===== src/rtl/main_fsm_pkg.sv =====
// Shared definitions for the multicycle RV32I control unit:
// state enum, opcodes, control-field encodings, per-state control word.
package main_fsm_pkg;

   typedef enum logic [3:0] {
      FETCH,
      DECODE,
      MEMADR,
      MEMREAD,
      MEMWB,
      MEMWRITE,
      EXECR,
      ALUWB,
      EXECI,
      JAL,
      BEQ
   } state_t;

   localparam logic [6:0] OP_LOAD   = 7'b0000011;
   localparam logic [6:0] OP_STORE  = 7'b0100011;
   localparam logic [6:0] OP_RTYPE  = 7'b0110011;
   localparam logic [6:0] OP_ITYPE  = 7'b0010011;
   localparam logic [6:0] OP_JAL    = 7'b1101111;
   localparam logic [6:0] OP_BRANCH = 7'b1100011;

   localparam logic [1:0] ALU_ADD   = 2'b00;
   localparam logic [1:0] ALU_SUB   = 2'b01;
   localparam logic [1:0] ALU_FUNCT = 2'b10;

   localparam logic [1:0] IMM_I = 2'b00;
   localparam logic [1:0] IMM_S = 2'b01;
   localparam logic [1:0] IMM_B = 2'b10;
   localparam logic [1:0] IMM_J = 2'b11;

   localparam logic [1:0] RES_ALUOUT = 2'b00;
   localparam logic [1:0] RES_RDATA  = 2'b01;
   localparam logic [1:0] RES_ALURES = 2'b10;

   localparam logic [1:0] SRCA_PC    = 2'b00;
   localparam logic [1:0] SRCA_OLDPC = 2'b01;
   localparam logic [1:0] SRCA_RS1   = 2'b10;

   localparam logic [1:0] SRCB_RS2  = 2'b00;
   localparam logic [1:0] SRCB_IMM  = 2'b01;
   localparam logic [1:0] SRCB_FOUR = 2'b10;

   // Moore control word. gated marks enables that only fire
   // in the cycle memory reports ready (IRWrite/PCUpdate in FETCH).
   typedef struct packed {
      logic       mem_req;
      logic       adrsrc;
      logic       memwrite;
      logic       irwrite;
      logic       pcupdate;
      logic       gated;
      logic       branch;
      logic       regwrite;
      logic [1:0] resultsrc;
      logic [1:0] alusrca;
      logic [1:0] alusrcb;
      logic [1:0] aluop;
   } ctl_t;

   function automatic ctl_t ctl_of(input state_t s);
      ctl_t c;
      c = '0;
      unique case (s)
         FETCH: begin
            c.mem_req   = 1'b1;
            c.irwrite   = 1'b1;
            c.pcupdate  = 1'b1;
            c.gated     = 1'b1;
            c.alusrca   = SRCA_PC;
            c.alusrcb   = SRCB_FOUR;
            c.aluop     = ALU_ADD;
            c.resultsrc = RES_ALURES;
         end
         DECODE: begin
            c.alusrca = SRCA_OLDPC;
            c.alusrcb = SRCB_IMM;
            c.aluop   = ALU_ADD;
         end
         MEMADR: begin
            c.alusrca = SRCA_RS1;
            c.alusrcb = SRCB_IMM;
            c.aluop   = ALU_ADD;
         end
         MEMREAD: begin
            c.mem_req   = 1'b1;
            c.adrsrc    = 1'b1;
            c.resultsrc = RES_ALUOUT;
         end
         MEMWB: begin
            c.resultsrc = RES_RDATA;
            c.regwrite  = 1'b1;
         end
         MEMWRITE: begin
            c.mem_req   = 1'b1;
            c.adrsrc    = 1'b1;
            c.memwrite  = 1'b1;
            c.resultsrc = RES_ALUOUT;
         end
         EXECR: begin
            c.alusrca = SRCA_RS1;
            c.alusrcb = SRCB_RS2;
            c.aluop   = ALU_FUNCT;
         end
         EXECI: begin
            c.alusrca = SRCA_RS1;
            c.alusrcb = SRCB_IMM;
            c.aluop   = ALU_FUNCT;
         end
         ALUWB: begin
            c.resultsrc = RES_ALUOUT;
            c.regwrite  = 1'b1;
         end
         JAL: begin
            c.alusrca   = SRCA_OLDPC;
            c.alusrcb   = SRCB_FOUR;
            c.aluop     = ALU_ADD;
            c.resultsrc = RES_ALUOUT;
            c.pcupdate  = 1'b1;
         end
         BEQ: begin
            c.alusrca   = SRCA_RS1;
            c.alusrcb   = SRCB_RS2;
            c.aluop     = ALU_SUB;
            c.resultsrc = RES_ALUOUT;
            c.branch    = 1'b1;
         end
         default: c = '0;
      endcase
      return c;
   endfunction

endpackage


===== src/rtl/main_fsm_op_classify.sv =====
// Opcode classifier: immediate format and legality of an opcode.
// Ports: op in; immsrc (I/S/B/J), illegal out. Purely combinational.
module op_classify
   import main_fsm_pkg::*;
#(
   parameter bit ENABLE_ITYPE = 1'b1,
   parameter bit ENABLE_JAL   = 1'b1
) (
   input  logic [6:0] op,
   output logic [1:0] immsrc,
   output logic       illegal
);

   always_comb begin
      immsrc  = IMM_I;
      illegal = 1'b1;
      unique case (1'b1)
         (op == OP_LOAD): begin
            immsrc  = IMM_I;
            illegal = 1'b0;
         end
         (op == OP_STORE): begin
            immsrc  = IMM_S;
            illegal = 1'b0;
         end
         (op == OP_RTYPE): begin
            immsrc  = IMM_I;
            illegal = 1'b0;
         end
         (op == OP_ITYPE): begin
            immsrc  = IMM_I;
            illegal = !ENABLE_ITYPE;
         end
         (op == OP_JAL): begin
            immsrc  = IMM_J;
            illegal = !ENABLE_JAL;
         end
         (op == OP_BRANCH): begin
            immsrc  = IMM_B;
            illegal = 1'b0;
         end
         default: begin
            immsrc  = IMM_I;
            illegal = 1'b1;
         end
      endcase
   end

endmodule


===== src/rtl/main_fsm.sv =====
// Multicycle RV32I control FSM with ready-handshaked memory access.
// Ports: clk, reset, op, zero, mem_ready in; memory/PC/IR/RF enables,
// mux selects, ALUOp, ImmSrc and illegal out.
module main_fsm
   import main_fsm_pkg::*;
#(
   parameter bit ENABLE_ITYPE = 1'b1,
   parameter bit ENABLE_JAL   = 1'b1
) (
   input  logic       clk,
   input  logic       reset,
   input  logic [6:0] op,
   input  logic       zero,
   input  logic       mem_ready,
   output logic       mem_req,
   output logic       PCWrite,
   output logic       AdrSrc,
   output logic       MemWrite,
   output logic       IRWrite,
   output logic       RegWrite,
   output logic [1:0] ResultSrc,
   output logic [1:0] ALUSrcA,
   output logic [1:0] ALUSrcB,
   output logic [1:0] ALUOp,
   output logic [1:0] ImmSrc,
   output logic       illegal
);

   state_t state;
   state_t nxt;
   ctl_t   ctl;
   logic   cls_illegal;
   logic   fire;

   op_classify #(
      .ENABLE_ITYPE (ENABLE_ITYPE),
      .ENABLE_JAL   (ENABLE_JAL)
   ) u_cls (
      .op      (op),
      .immsrc  (ImmSrc),
      .illegal (cls_illegal)
   );

   always_comb begin
      nxt = state;
      unique case (state)
         FETCH:    nxt = mem_ready ? DECODE : FETCH;
         DECODE: begin
            if (cls_illegal) begin
               nxt = FETCH;
            end else begin
               unique case (1'b1)
                  (op == OP_LOAD),
                  (op == OP_STORE):  nxt = MEMADR;
                  (op == OP_RTYPE):  nxt = EXECR;
                  (op == OP_ITYPE):  nxt = EXECI;
                  (op == OP_JAL):    nxt = JAL;
                  (op == OP_BRANCH): nxt = BEQ;
                  default:           nxt = FETCH;
               endcase
            end
         end
         MEMADR:   nxt = (op == OP_LOAD) ? MEMREAD : MEMWRITE;
         MEMREAD:  nxt = mem_ready ? MEMWB : MEMREAD;
         MEMWB:    nxt = FETCH;
         MEMWRITE: nxt = mem_ready ? FETCH : MEMWRITE;
         EXECR:    nxt = ALUWB;
         EXECI:    nxt = ALUWB;
         ALUWB:    nxt = FETCH;
         JAL:      nxt = ALUWB;
         BEQ:      nxt = FETCH;
         default:  nxt = FETCH;
      endcase
   end

   // Control word is registered from the next state so that every
   // Moore output comes straight off a flop.
   always_ff @(posedge clk) begin
      if (reset) begin
         state <= FETCH;
         ctl   <= ctl_of(FETCH);
      end else begin
         state <= nxt;
         ctl   <= ctl_of(nxt);
      end
   end

   // Gated enables fire only in the handshake cycle.
   assign fire = ~ctl.gated | mem_ready;

   assign mem_req   = ~reset & ctl.mem_req;
   assign MemWrite  = ~reset & ctl.memwrite;
   assign IRWrite   = ~reset & ctl.irwrite & fire;
   assign RegWrite  = ~reset & ctl.regwrite;
   assign PCWrite   = ~reset & ((ctl.pcupdate & fire) | (ctl.branch & zero));
   assign illegal   = ~reset & (state == DECODE) & cls_illegal;
   assign AdrSrc    = ctl.adrsrc;
   assign ResultSrc = ctl.resultsrc;
   assign ALUSrcA   = ctl.alusrca;
   assign ALUSrcB   = ctl.alusrcb;
   assign ALUOp     = ctl.aluop;

endmodule


===== config.mk =====
export PLATFORM = sky130hd
export DESIGN_NAME = main_fsm
export DESIGN_NICKNAME = d
export VERILOG_FILES = /design/src/rtl/main_fsm_pkg.sv /design/src/rtl/main_fsm_op_classify.sv /design/src/rtl/main_fsm.sv
export SDC_FILE = /design/constraint.sdc
export NUM_CORES = 1
export LEC_CHECK = 0
export CAP_MARGIN = 20
export CORE_UTILIZATION = 47
export CTS_BUF_LIST = sky130_fd_sc_hd__clkbuf_16
export DETAILED_ROUTE_END_ITERATION = 10
export GPL_ROUTABILITY_DRIVEN = 0
export GPL_TIMING_DRIVEN = 0
export PLACE_DENSITY = 0.87
export REMOVE_ABC_BUFFERS = 1
export SYNTH_ARGS = -nofsm -noshare
export SYNTH_HDL_FRONTEND = slang
export SYNTH_SLANG_ARGS = --single-unit

===== constraint.sdc =====
create_clock -name clk -period 1.9 [get_ports clk]
set_input_delay 0.475 -clock clk [delete_from_list [all_inputs] [get_ports clk]]
set_output_delay 0.475 -clock clk [all_outputs]
set_load 0.01 [all_outputs]

---- Word level (Yosys, flattened, before mapping) ----
Cells that the tools add are included.
storage, ports and cells
  bits in registers ....................... 19
  bits in latches ......................... 0
  RAM bits ................................ 0
  ROM bits ................................ 0
  output and inout bits ................... 17
  word-level logic and storage cells ...... 76
  memories kept ........................... 0
operators by class
  add/subtract/negate cells ............... 0
  multiply operators ...................... 0
  div/mod/pow operators ................... 0
  magnitude comparators ................... 0
  equality and inequality tests ........... 23
  shifts and indexed selects .............. 0
  muxes and demuxes ....................... 18
  bitwise operators ....................... 14
  reductions and logical operators ........ 9
operators by type and width
  kind                number
  $pmux 6 s7          1
  $eq 4x3->1 const B  6
  $pmux 4 s6          1
  $eq 4x4->1 const B  5
  $pmux 4 s5          1
  $eq 4x2->1 const B  4
  $eq 7x6->1 const B  2
  $eq 7x7->1 const B  2
  $and 1x1->1         10
  $mux 1              9
  $mux 3              3
  $eq 4x1->1 const B  2
  $logic_not 4->1     2
  $reduce_or 2->1     4
  $eq 7x2->1 const B  1
  $eq 7x5->1 const B  1
  $pmux 2 s3          1
  $reduce_or 3->1     2
  $reduce_or 6->1     1
  $mux 4              1
  $pmux 2 s2          1
  $not 1->1           2
  $or 1x1->1          2

---- Depth between registers and ports, before layout ----
Gate-level depths: netlist of run 1.
  depth in word-level cells ............... 8
  mapped depth ............................ 7
  mapped depth without buffers ............ 6

---- Modules after synthesis ----
Synthesis of run 1 repeated with hierarchy kept, for this count alone.
unflattened totals
  cell total of the unflattened synthesis .. 133
  area total of the unflattened synthesis .. 1,111.1 um^2
modules (own cells, without submodules)
  module       instances  cells an instance  area each (um^2)
  main_fsm     1          122                1,034.7
  op_classify  1          11                 76.3

---- Worst setup path before layout of run 1 ----
OpenSTA, ideal clock, no wires.
  path kind ............................... input -> register
  start ................................... input op[4]
  end ..................................... register ctl (netlist bit ALUSrcB[1])
  setup time .............................. 0.120 ns
  arrival ................................. 1.663 ns
  setup slack ............................. 0.117 ns
  stages on the path ...................... 5
  buffers on the path ..................... 0
  cells stage by stage .................... nand2b_2 nor3b_2 o21bai_1 and2_4 a211o_1
between the ends
  cells in the longest elaborated chain, start to end .. 7
  elaborated cells between the ends (all ways) .. 20
  classes of those cells .................. eq/ne: 12; mux: 5; reduce/logical: 3
ends and longest elaborated chain
  what                                      RTL line            text
  start: declaration                        main_fsm.sv:12      input logic [6:0] op,
  $eq 7x6->1 or $eq 7x2->1 (tied branches)  -
  $reduce_or 2->1                           main_fsm.sv:52      unique case (1'b1)
  $pmux 4 s5                                main_fsm.sv:52
  $mux 4                                    main_fsm.sv:49      if (cls_illegal) begin
  $pmux 4 s6 (*)                            main_fsm.sv:46      unique case (state)
  $eq 4x4->1 (tied with other cells)        main_fsm_pkg.sv:67  unique case (s)
  $pmux 6 s7 (*)                            main_fsm_pkg.sv:67
  end signal: assignment                    main_fsm.sv:81      ctl <= ctl_of(FETCH);
  end signal: assignment                    main_fsm.sv:84      ctl <= ctl_of(nxt);
  end: declaration                          main_fsm.sv:31      ctl_t ctl;
Mark *: on every way between the ends. The rest lies on a longest branch, timed or not.
A chain may end at the register's enable or synchronous reset.

---- Worst setup path after layout of run 1 ----
  start ................................... input op[6]
  end ..................................... output illegal
between the ends
  cells in the longest elaborated chain, start to end .. 4
  elaborated cells between the ends (all ways) .. 9
  classes of those cells .................. eq/ne: 6; mux: 1; bitwise: 1; reduce/logical: 1
ends and longest elaborated chain
  what                                RTL line                    text
  $eq 7x6->1 (tied with other cells)  main_fsm_op_classify.sv:22  (op == OP_STORE): begin
  $reduce_or 6->1 (no line) (*)       -
  $mux 1 (*)                          main_fsm_op_classify.sv:17  unique case (1'b1)
  $and 1x1->1 (*)                     main_fsm.sv:96              assign illegal = ~reset & (state == DECODE) & cls_illegal;
  end: declaration                    main_fsm.sv:26              output logic illegal
Marked as above.

==> out/metrics.cfg, run 1 <==
[clocking]
cts.sink_count=18
clkLatencyLatePin_ns=0.25
tritoncts=built
clk_root_buffer_cell=clkbuf_16
cts_max_level=1
clockBufferDepth=2
clkTransAtPathRegs_ns=0.05
cts_buffers=3

[final_layout]
finalNetCount=156
stdcell_area_um2=1450
fin_cells=171
final_layout_size_suffix_gt1_frac=0.306
multiInputGateArea_um2=678
regArea_um2=363
area_growth_pct=36.1
finalCoreUtilization=0.709
n_antenna_cell=0
nFillCells=170

[routing]
drc_errors=0
ant_nets=0
drtIter0Drc=30
wl_met3_um=154
top_layer_used=met4
firstDrtPassIters=4
vias=990
route.met2.wl_um=1510
wl_per_cell_um=17.6
wl_met1_um=1270
viasPerCell=5.79
wl_um=3010

[logic_synthesis]
yosysSeqAreaShare=0.339
postSynthCellCount=120
synth_area_per_cell_um2=8.86
synth_seq_cells=18
ys_types=45
synthesis.area_um2=1060
yosys_warnings=0

[hold_path]
min_from=reset
hold_end=AdrSrc
whs_path_depth=2
min_path_type=in -> reg

[place]
numPlacedInstances=163
pre_cts_ws_ns=-0.834
portBuffers=27
placedInstanceArea_um2=1290
dpl.hpwl_um=1840

[floorplanning]
ios=28
placementRows=16
die_h_um=49.6
core_um2=2040
fp.dieW_um=49.6
start_util=0.521
dieArea_um2=2460

[status]
violations=negative setup slack
status=finished with violations

[sta]
hold_slack_ns=0.614
fmax_ghz=0.524
timing.final.crit_share=1.00
fin_crit_ns=1.91
grt_setup_unrepaired=true
setup_violations=1
slew_violations=0
skew_ns=0.00318
final_hold_viol_count=0
slew_headroom=0.720
setup_ws_ns=-0.00691
tightest_slew_ns=0.419

[critical_path]
worst_setup_path_start_kind=primary input
cp_slowest_cell=and3_4
crit_required_ns=1.42
r2r_cells=6
max_stage_delay_ns=0.23
critPathKind=in -> out
cp-end-kind=output pin
r2r_start=state[3]
cp.arrival_ns=1.43
r2r_end=ALUSrcB[1]
ff2ff_setup_slack_ns=0.04
cp_max_fo=7
cp_cell_sequence=clkbuf_4 > and3_4 > nand3_4 > a22oi_2 > nor3_1 > buf_2

[grt]
grt_pass1_vias=986
antenna_found_initial=0
grt_start_max_net_pins=19
grt_overflow_total=0
grt_util_all_layers=0.245
grt_pass1_wl_um=4580

[pwr]
ir_drop_v=0.000544
power.leakage_nw=0.620
powerDensity_nw_per_um2=664

[job]
drv_cap=0

==> routing by layer <==
metal  GRT usage  vias up
li1            -      470
met1       0.284      468
met2       0.421       42
met3      0.0556       10
met4       0.119        0
met5           0        -
==> cell usage after synthesis, drive strengths merged <==
master / count / area [µm²]
a211o: 2 / 17.5
a21bo: 1 / 10.0
a21o: 1 / 7.51
a21oi: 5 / 28.8
a22oi: 1 / 7.51
a31oi: 1 / 6.26
and2: 2 / 15.0
and3: 1 / 6.26
and3b: 1 / 8.76
and4bb: 1 / 12.5
buf: 9 / 71.3
clkbuf: 2 / 7.51
dfxtp: 18 / 360
inv: 6 / 22.5
maj3: 1 / 10.0
nand2: 6 / 22.5
nand2b: 4 / 30.0
nand3: 3 / 25.0
nand4: 2 / 12.5
nand4bb: 1 / 27.5
nor2: 12 / 47.6
nor2b: 6 / 37.5
nor3: 11 / 65.1
nor3b: 3 / 27.5
nor4b: 1 / 15.0
o211ai: 5 / 37.5
o21a: 1 / 7.51
o21ai: 5 / 25.0
o21bai: 1 / 7.51
o311a: 1 / 21.3
o311ai: 1 / 26.3
or2: 3 / 18.8
or3b: 1 / 8.76
xor2: 1 / 8.76
==> flip-flops by register name, indices dropped and copies added, names as in the netlist <==
register	count
ALUOp	2
ALUSrcA	2
ResultSrc	1
state	4
ALUSrcB	2
ctl	6
AdrSrc	1
==> per-stage QoR <==
| step | setup TNS (ns) | power, W |
|---|---|---|
| after floorplan | 0 | 0.000464 |
| after global placement | -11.46 | 0.000531 |
| after detailed placement | -12.13 | 0.000535 |
| after CTS | 0 | 0.000954 |
| after global routing | -0.0490 | 0.000995 |
| final | -0.00691 | 0.000961 |
==> cells in the final DEF (no fill, tap or decap), drive strengths merged, types with 4 or more instances in the layout <==
| cell type | synthesis | routed |
|---|---|---|
| inv | 6 | 6 |
| nand2b | 4 | 4 |
| dfxtp | 18 | 18 |
| nand2 | 6 | 6 |
| clkbuf | 2 | 4 |
| clkdlybuf4s50 | 0 | 11 |
| nor2b | 6 | 6 |
| buf | 9 | 12 |
| nor3 | 11 | 11 |
| o21ai | 5 | 5 |
| nor2 | 12 | 12 |
| a21oi | 5 | 5 |
| o211ai | 5 | 5 |
==> critical path: cells and delay by family <==
kind / cells / cell delay, ns
simple gates: 3 / 0.42
compound gates: 1 / 0.22
buf+inv: 2 / 0.33
==> where the power goes <==
| part | switching (W) | leakage [nW] | internal, W |
|---|---|---|---|
| clock | 0.000144 | 0.0385 | 0.000280 |
| combinational | 0.0000764 | 0.434 | 0.0000641 |
| sequential | 0.00000747 | 0.148 | 0.000389 |
==> how the worst max path moves through the flow <==
| stage | startpoint | end | slack (ns) | depth (start not counted) |
|---|---|---|---|---|
| after floorplan | op[4] | ALUSrcB[1] | 0.12 | 5 |
| after global placement | op[6] | illegal | -0.76 | 6 |
| after detailed placement | op[6] | illegal | -0.83 | 6 |
| after CTS | op[2] | ALUSrcB[1] | 0.008 | 6 |
| after global routing | op[6] | illegal | -0.03 | 6 |
| final | op[6] | illegal | -0.007 | 6 |
==> cell families after synthesis <==
kind of cell | after synthesis | share of synthesized area
and+or+nand+nor | 58 | 0.358
adders and majority gates | 1 | 0.00941
AOI/OAI and AO/OA | 25 | 0.191
DFF | 18 | 0.339
xor gates and xnor gates | 1 | 0.00824
buffers and inverters | 17 | 0.0953
==> area by class of cell <==
cell class,instances,area share
inverter,6,0.0156
timing repair buffer,31,0.188
clock inverter,1,0.00259
tap,27,0.0233
multi-input combinational,85,0.468
clock buffer,3,0.0519
sequential,18,0.251
==> timing repair <==
| item | CTS | global route |
|---|---|---|
| resized for setup | 50 | 16 |
| pin swaps | 3 | 5 |
| setup buffers | 1 | 3 |
| hold buffers | 0 | 0 |
| endpoints found under the setup margin | 23 | 11 |
(Power assumes the default switching activity.)
==> run 2, diff against run 1 <==
--- a/config.mk
+++ b/config.mk
@@ -6,12 +6,13 @@
 export NUM_CORES = 1
 export LEC_CHECK = 0
 export CAP_MARGIN = 20
-export CORE_UTILIZATION = 47
+export CORE_UTILIZATION = 51
 export CTS_BUF_LIST = sky130_fd_sc_hd__clkbuf_16
 export DETAILED_ROUTE_END_ITERATION = 10
 export GPL_ROUTABILITY_DRIVEN = 0
 export GPL_TIMING_DRIVEN = 0
-export PLACE_DENSITY = 0.87
+export MAX_ROUTING_LAYER = met4
+export PLACE_DENSITY = 0.92
 export REMOVE_ABC_BUFFERS = 1
 export SYNTH_ARGS = -nofsm -noshare
 export SYNTH_HDL_FRONTEND = slang
==> constraint.sdc (replaced) <==
create_clock -name clk -period 2.3 [get_ports clk]
set_input_delay 0.575 -clock clk [delete_from_list [all_inputs] [get_ports clk]]
set_output_delay 0.575 -clock clk [all_outputs]
set_load 0.01 [all_outputs]
==> out/metrics.cfg, run 2 (same netlist as run 1, synthesis figures left out) <==
[routing]
firstDrtPassIters=4  ; unchanged
ant_nets=0  ; unchanged
drtIter0Drc=14  ; -53%
wl_per_cell_um=15.2  ; -14%
drc_errors=0  ; unchanged
viasPerCell=5.66  ; -2.2%
wl_um=2540  ; -16%
vias=946  ; -4.4%

[final_layout]
final_layout_size_suffix_gt1_frac=0.186  ; -0.120
final_common_cell=dfxtp_1
reg_top3=ctl (6), state (4)
regArea_um2=360  ; -0.69%
fin_cells=167  ; -2.3%
finalNetCount=153  ; -1.9%
multiInputGateArea_um2=618  ; -8.9%
n_antenna_cell=0  ; unchanged
nFillCells=170  ; unchanged
largest_register_ffs=6  ; unchanged
area_growth_pct=28.9
final_cell_mix=dfxtp_1, clkdlybuf4s50_1, nor2_1, nor3_1, dlygate4sd2_1
top_register=ctl

[floorplanning]
start_util=0.542  ; +0.0213
placementRows=16  ; unchanged
core_um2=1960  ; -3.9%
dieArea_um2=2270  ; -7.5%
ios=28  ; unchanged
die_h_um=47.7  ; -3.8%
fp.dieW_um=47.7  ; -3.8%

[critical_path]
cp_cell_sequence=clkdlybuf4s15_2 > inv_1 > nor3_1 > clkdlybuf4s50_1
max_stage_delay_ns=0.56  ; +0.33 ns
cp-end-kind=output pin
r2r_cells=5  ; -1
path_delay_family=buffers and inverters
path_depth=4  ; -2
cp.arrival_ns=1.67  ; +0.24 ns
critPathKind=in -> out
crit_required_ns=1.73  ; +0.31 ns
cp_max_fo=7  ; unchanged
path_buf_inv=3  ; +1
cp_slowest_cell=clkdlybuf4s50_1
worst_setup_path_start_kind=primary input

[sta]
setup_ws_ns=0.0595  ; +0.0664 ns
setup_violations=0  ; -1
hold_slack_ns=0.705  ; +0.0912 ns
skew_ns=0.00379  ; +0.000610 ns
slew_headroom=0.672  ; -0.0485
fmax_ghz=0.446
slew_violations=0  ; unchanged
setup_tns_ns=0  ; +0.00691 ns
final_hold_viol_count=0  ; unchanged
timing.final.crit_share=0.974
grt_setup_unrepaired=false
tightest_slew_ns=0.491  ; +0.0727 ns
fin_crit_ns=2.24

[place]
pre_cts_ws_ns=-0.677  ; +0.157 ns
dpl.hpwl_um=1810  ; -1.6%
portBuffers=27  ; unchanged
numPlacedInstances=163  ; unchanged

[grt]
grt_pass1_vias=886  ; -10%
grt_start_max_net_pins=19  ; unchanged
grt_overflow_total=0  ; unchanged
antenna_found_initial=0  ; unchanged
grt_pass1_wl_um=3960  ; -14%
grt_util_all_layers=0.263  ; +0.0178

[pwr]
power.leakage_nw=0.566  ; -8.6%
powerDensity_nw_per_um2=558  ; -16%
ir_drop_v=0.000449  ; -17%

[hold_path]
whs_path_depth=2  ; unchanged
min_path_type=in -> reg

[status]
status=complete, no violations

[clocking]
clockBufferDepth=2  ; unchanged
tritoncts=built
cts_buffers=3  ; unchanged
clk_root_buffer_cell=clkbuf_16
cts_max_level=1  ; unchanged
postCtsHoldBufs=0  ; unchanged
clkLatencyLatePin_ns=0.25  ; about the same
cts.sink_count=18  ; unchanged
clkTransAtPathRegs_ns=0.05  ; about the same

[job]
drv_cap=0  ; unchanged

run 2: power breakdown:
group	switching [W]	internal [W]	total [W]	leakage [nW]
registers	0.00000538	0.000322	0.000327	0.147
clock network	0.000102	0.000228	0.000330	0.0370
logic	0.0000569	0.0000510	0.000108	0.383
run 2: layout make-up:
class | instances | area share
Multi-Input combinational cell | 85 | 0.451
Inverter | 6 | 0.0164
Sequential cell | 18 | 0.263
Clock buffer | 3 | 0.0547
Timing Repair Buffer | 28 | 0.191
Tap cell | 27 | 0.0246
run 2: path summary, 6_finish.rpt:
check | slack, ns | startpoint | to
setup / recovery | 0.06 | mem_ready | IRWrite
hold reg to reg | 0.70 | state[3] | ALUSrcB[0]
hold / removal | 0.70 | reset | AdrSrc
setup reg to reg | 0.47 | state[0] | ctl[15]
run 2: stage by stage:
stage / total power, W / utilization / area (µm²)
finish: 0.000765 / 0.699 / 1370
global route: 0.000800 / 0.699 / 1370
CTS: 0.000770 / 0.701 / 1380
detailed placement: 0.000442 / 0.657 / 1290
global placement: 0.000438 / 0.657 / 1290
floorplan: 0.000383 / - / 985
run 2: what timing repair did:
| item | in CTS | in global routing |
|---|---|---|
| buffers inserted | 1 | 0 |
| resized for setup | 26 | 4 |
| pin swaps | 3 | 0 |
| endpoints found under the hold margin | 0 | 0 |
| setup endpoints to repair | 12 | 4 |
run 2: metal layers:
layer / wire length (µm) / vias up / track usage
met4: 70 / 0 / 0.117
met2: 1290 / 33 / 0.425
met1: 1070 / 445 / 0.314
met3: 110 / 9 / 0.0566
li1: - / 459 / -
met5: 0 / - / -
==> run 3, diff against run 2 <==
--- a/config.mk
+++ b/config.mk
@@ -13,7 +13,6 @@
 export GPL_TIMING_DRIVEN = 0
 export MAX_ROUTING_LAYER = met4
 export PLACE_DENSITY = 0.92
-export REMOVE_ABC_BUFFERS = 1
 export SYNTH_ARGS = -nofsm -noshare
 export SYNTH_HDL_FRONTEND = slang
 export SYNTH_SLANG_ARGS = --single-unit
==> constraint.sdc (replaced) <==
create_clock -name clk -period 2.6 [get_ports clk]
set_input_delay 0.65 -clock clk [delete_from_list [all_inputs] [get_ports clk]]
set_output_delay 0.65 -clock clk [all_outputs]
set_load 0.01 [all_outputs]
==> out/metrics.cfg, run 3 (same netlist as run 1, synthesis figures left out) <==
[status]
status=complete, no violations

[critical_path]
worst_setup_path_start_kind=primary input
cp_slowest_cell=clkdlybuf4s15_1
cp_cell_sequence=clkdlybuf4s15_1 > and3_4 > nand3_2 > a22oi_1 > nor3_1 > dlygate4sd2_1
critPathKind=in -> out
cp.arrival_ns=1.91  ; +0.24 ns
cp_max_fo=7  ; unchanged
cp-end-kind=output pin
crit_required_ns=1.95  ; +0.22 ns
max_stage_delay_ns=0.32  ; -0.24 ns

[sta]
setup_ws_ns=0.0365  ; -0.0230 ns
slew_violations=0  ; unchanged
slew_headroom=0.684  ; +0.0117
timing.final.crit_share=0.986
final_hold_viol_count=0  ; unchanged
setup_violations=0  ; unchanged
skew_ns=0.000918  ; -0.00288 ns
fin_crit_ns=2.56
tightest_slew_ns=0.474  ; -0.0175 ns
fmax_ghz=0.390

[floorplanning]
core_um2=1960  ; unchanged
fp.dieW_um=47.7  ; unchanged
die_h_um=47.7  ; unchanged
placementRows=16  ; unchanged
start_util=0.542  ; unchanged
dieArea_um2=2270  ; unchanged
ios=28  ; unchanged

[routing]
vias=1045  ; +10%
ant_nets=0  ; unchanged
drc_errors=0  ; unchanged
viasPerCell=5.81  ; +2.5%
drtIter0Drc=36  ; +22
wl_per_cell_um=16.0  ; +5.0%
firstDrtPassIters=4  ; unchanged
wl_um=2870  ; +13%

[final_layout]
top_register=ctl
nFillCells=150  ; -12%
final_cell_mix=dfxtp_1, clkdlybuf4s50_1, nor2_1, buf_4, nor3_1
largest_register_ffs=6  ; unchanged
final_layout_size_suffix_gt1_frac=0.222  ; +0.0365
finalNetCount=165  ; +7.8%
area_growth_pct=38.4
n_antenna_cell=0  ; unchanged
finalCoreUtilization=0.750  ; +0.0510
final_common_cell=dfxtp_1
reg_top3=ctl (6), state (4)

[clocking]
postCtsHoldBufs=0  ; unchanged
tritoncts=built
cts.sink_count=18  ; unchanged
clockBufferDepth=2  ; unchanged
clk_root_buffer_cell=clkbuf_16
clkTransAtPathRegs_ns=0.05  ; about the same
cts_max_level=1  ; unchanged
cts_buffers=3  ; unchanged
clkLatencyLatePin_ns=0.25  ; about the same

[pwr]
power.leakage_nw=0.644  ; +14%
p_total_w=0.000701  ; -8.4%
powerDensity_nw_per_um2=477  ; -15%
ir_drop_v=0.000410  ; -8.7%

[grt]
grt_pass1_vias=937  ; +5.8%
grt_pass1_wl_um=4080  ; +3.0%
grt_util_all_layers=0.269  ; +0.00605
grt_overflow_total=0  ; unchanged
grt_start_max_net_pins=11  ; -8
antenna_found_initial=0  ; unchanged

[place]
portBuffers=26  ; -3.7%
pre_cts_ws_ns=-0.427  ; +0.250 ns
dpl.hpwl_um=1810  ; about the same

[hold_path]
min_path_type=reg -> reg

[job]
drv_cap=0  ; unchanged

[logic_synthesis]
syn_nets=131

[run 3: changes by cell type in the layout (fill, tap and decap cells not counted), moves of 2 or more]
cell	delta
buf_2	-2
buf_4	+10
dlymetal6s2s_1	+2
clkdlybuf4s15_2	-2
[run 3: report_power, final]
part / switching, W / internal [W]
registers: 0.00000486 / 0.000284
clock network: 0.000101 / 0.000204
logic: 0.0000547 / 0.0000526
[run 3: area by class of cell]
cell class | count | area [µm²] | area share
inverter | 6 | 22.5 | 0.0153
sequential | 18 | 360 | 0.245
multi-input combinational | 85 | 618 | 0.420
buffer | 11 | 80.1 | 0.0544
clock buffer | 3 | 75.1 | 0.0510
timing repair buffer | 29 | 278 | 0.189
clock inverter | 1 | 3.75 | 0.00255
tap | 27 | 33.8 | 0.0230
[run 3: worst paths after layout]
check | startpoint | end | slack (ns) | cells past startpoint
worst max-delay path | op[6] | illegal | 0.04 | 6
worst min-delay path | state[0] | state[3] | 0.75 | 2
worst max register to register | state[1] | ALUSrcB[0] | 0.75 | 6
worst min register to register | state[0] | state[3] | 0.75 | 2
[run 3: what timing repair did]
item | in CTS | in global routing
gates cloned | 0 | 0
setup endpoints to repair | 5 | 4
buffers inserted | 1 | 2
pin swaps | 1 | 1
gates resized for setup | 12 | 5
[run 3: metal layers]
metal,wire [µm],global-route usage
met5,0,-
met4,65,0.128
met3,161,0.0566
met2,1470,0.438
met1,1170,0.316
[run 3: per-stage QoR]
| stage | hold WS [ns] | std cells | instance area [µm²] | setup TNS, ns |
|---|---|---|---|---|
| after floorplan | 0.594 | 120 | 1060 | 0 |
| after global placement | 0.672 | 173 | 1360 | -1.39 |
| after detailed placement | 0.681 | 173 | 1360 | -1.53 |
| after CTS | 0.742 | 178 | 1450 | -0.0302 |
| after global routing | 0.774 | 180 | 1470 | -0.0211 |
| final | 0.748 | 180 | 1470 | 0 |
[run 3: critical path: cells and delay by family]
kind | cells | cell delay, ns
AO/OA/AOI/OAI | 1 | 0.18
buffers and inverters | 2 | 0.61
AND/OR/NAND/NOR | 3 | 0.47
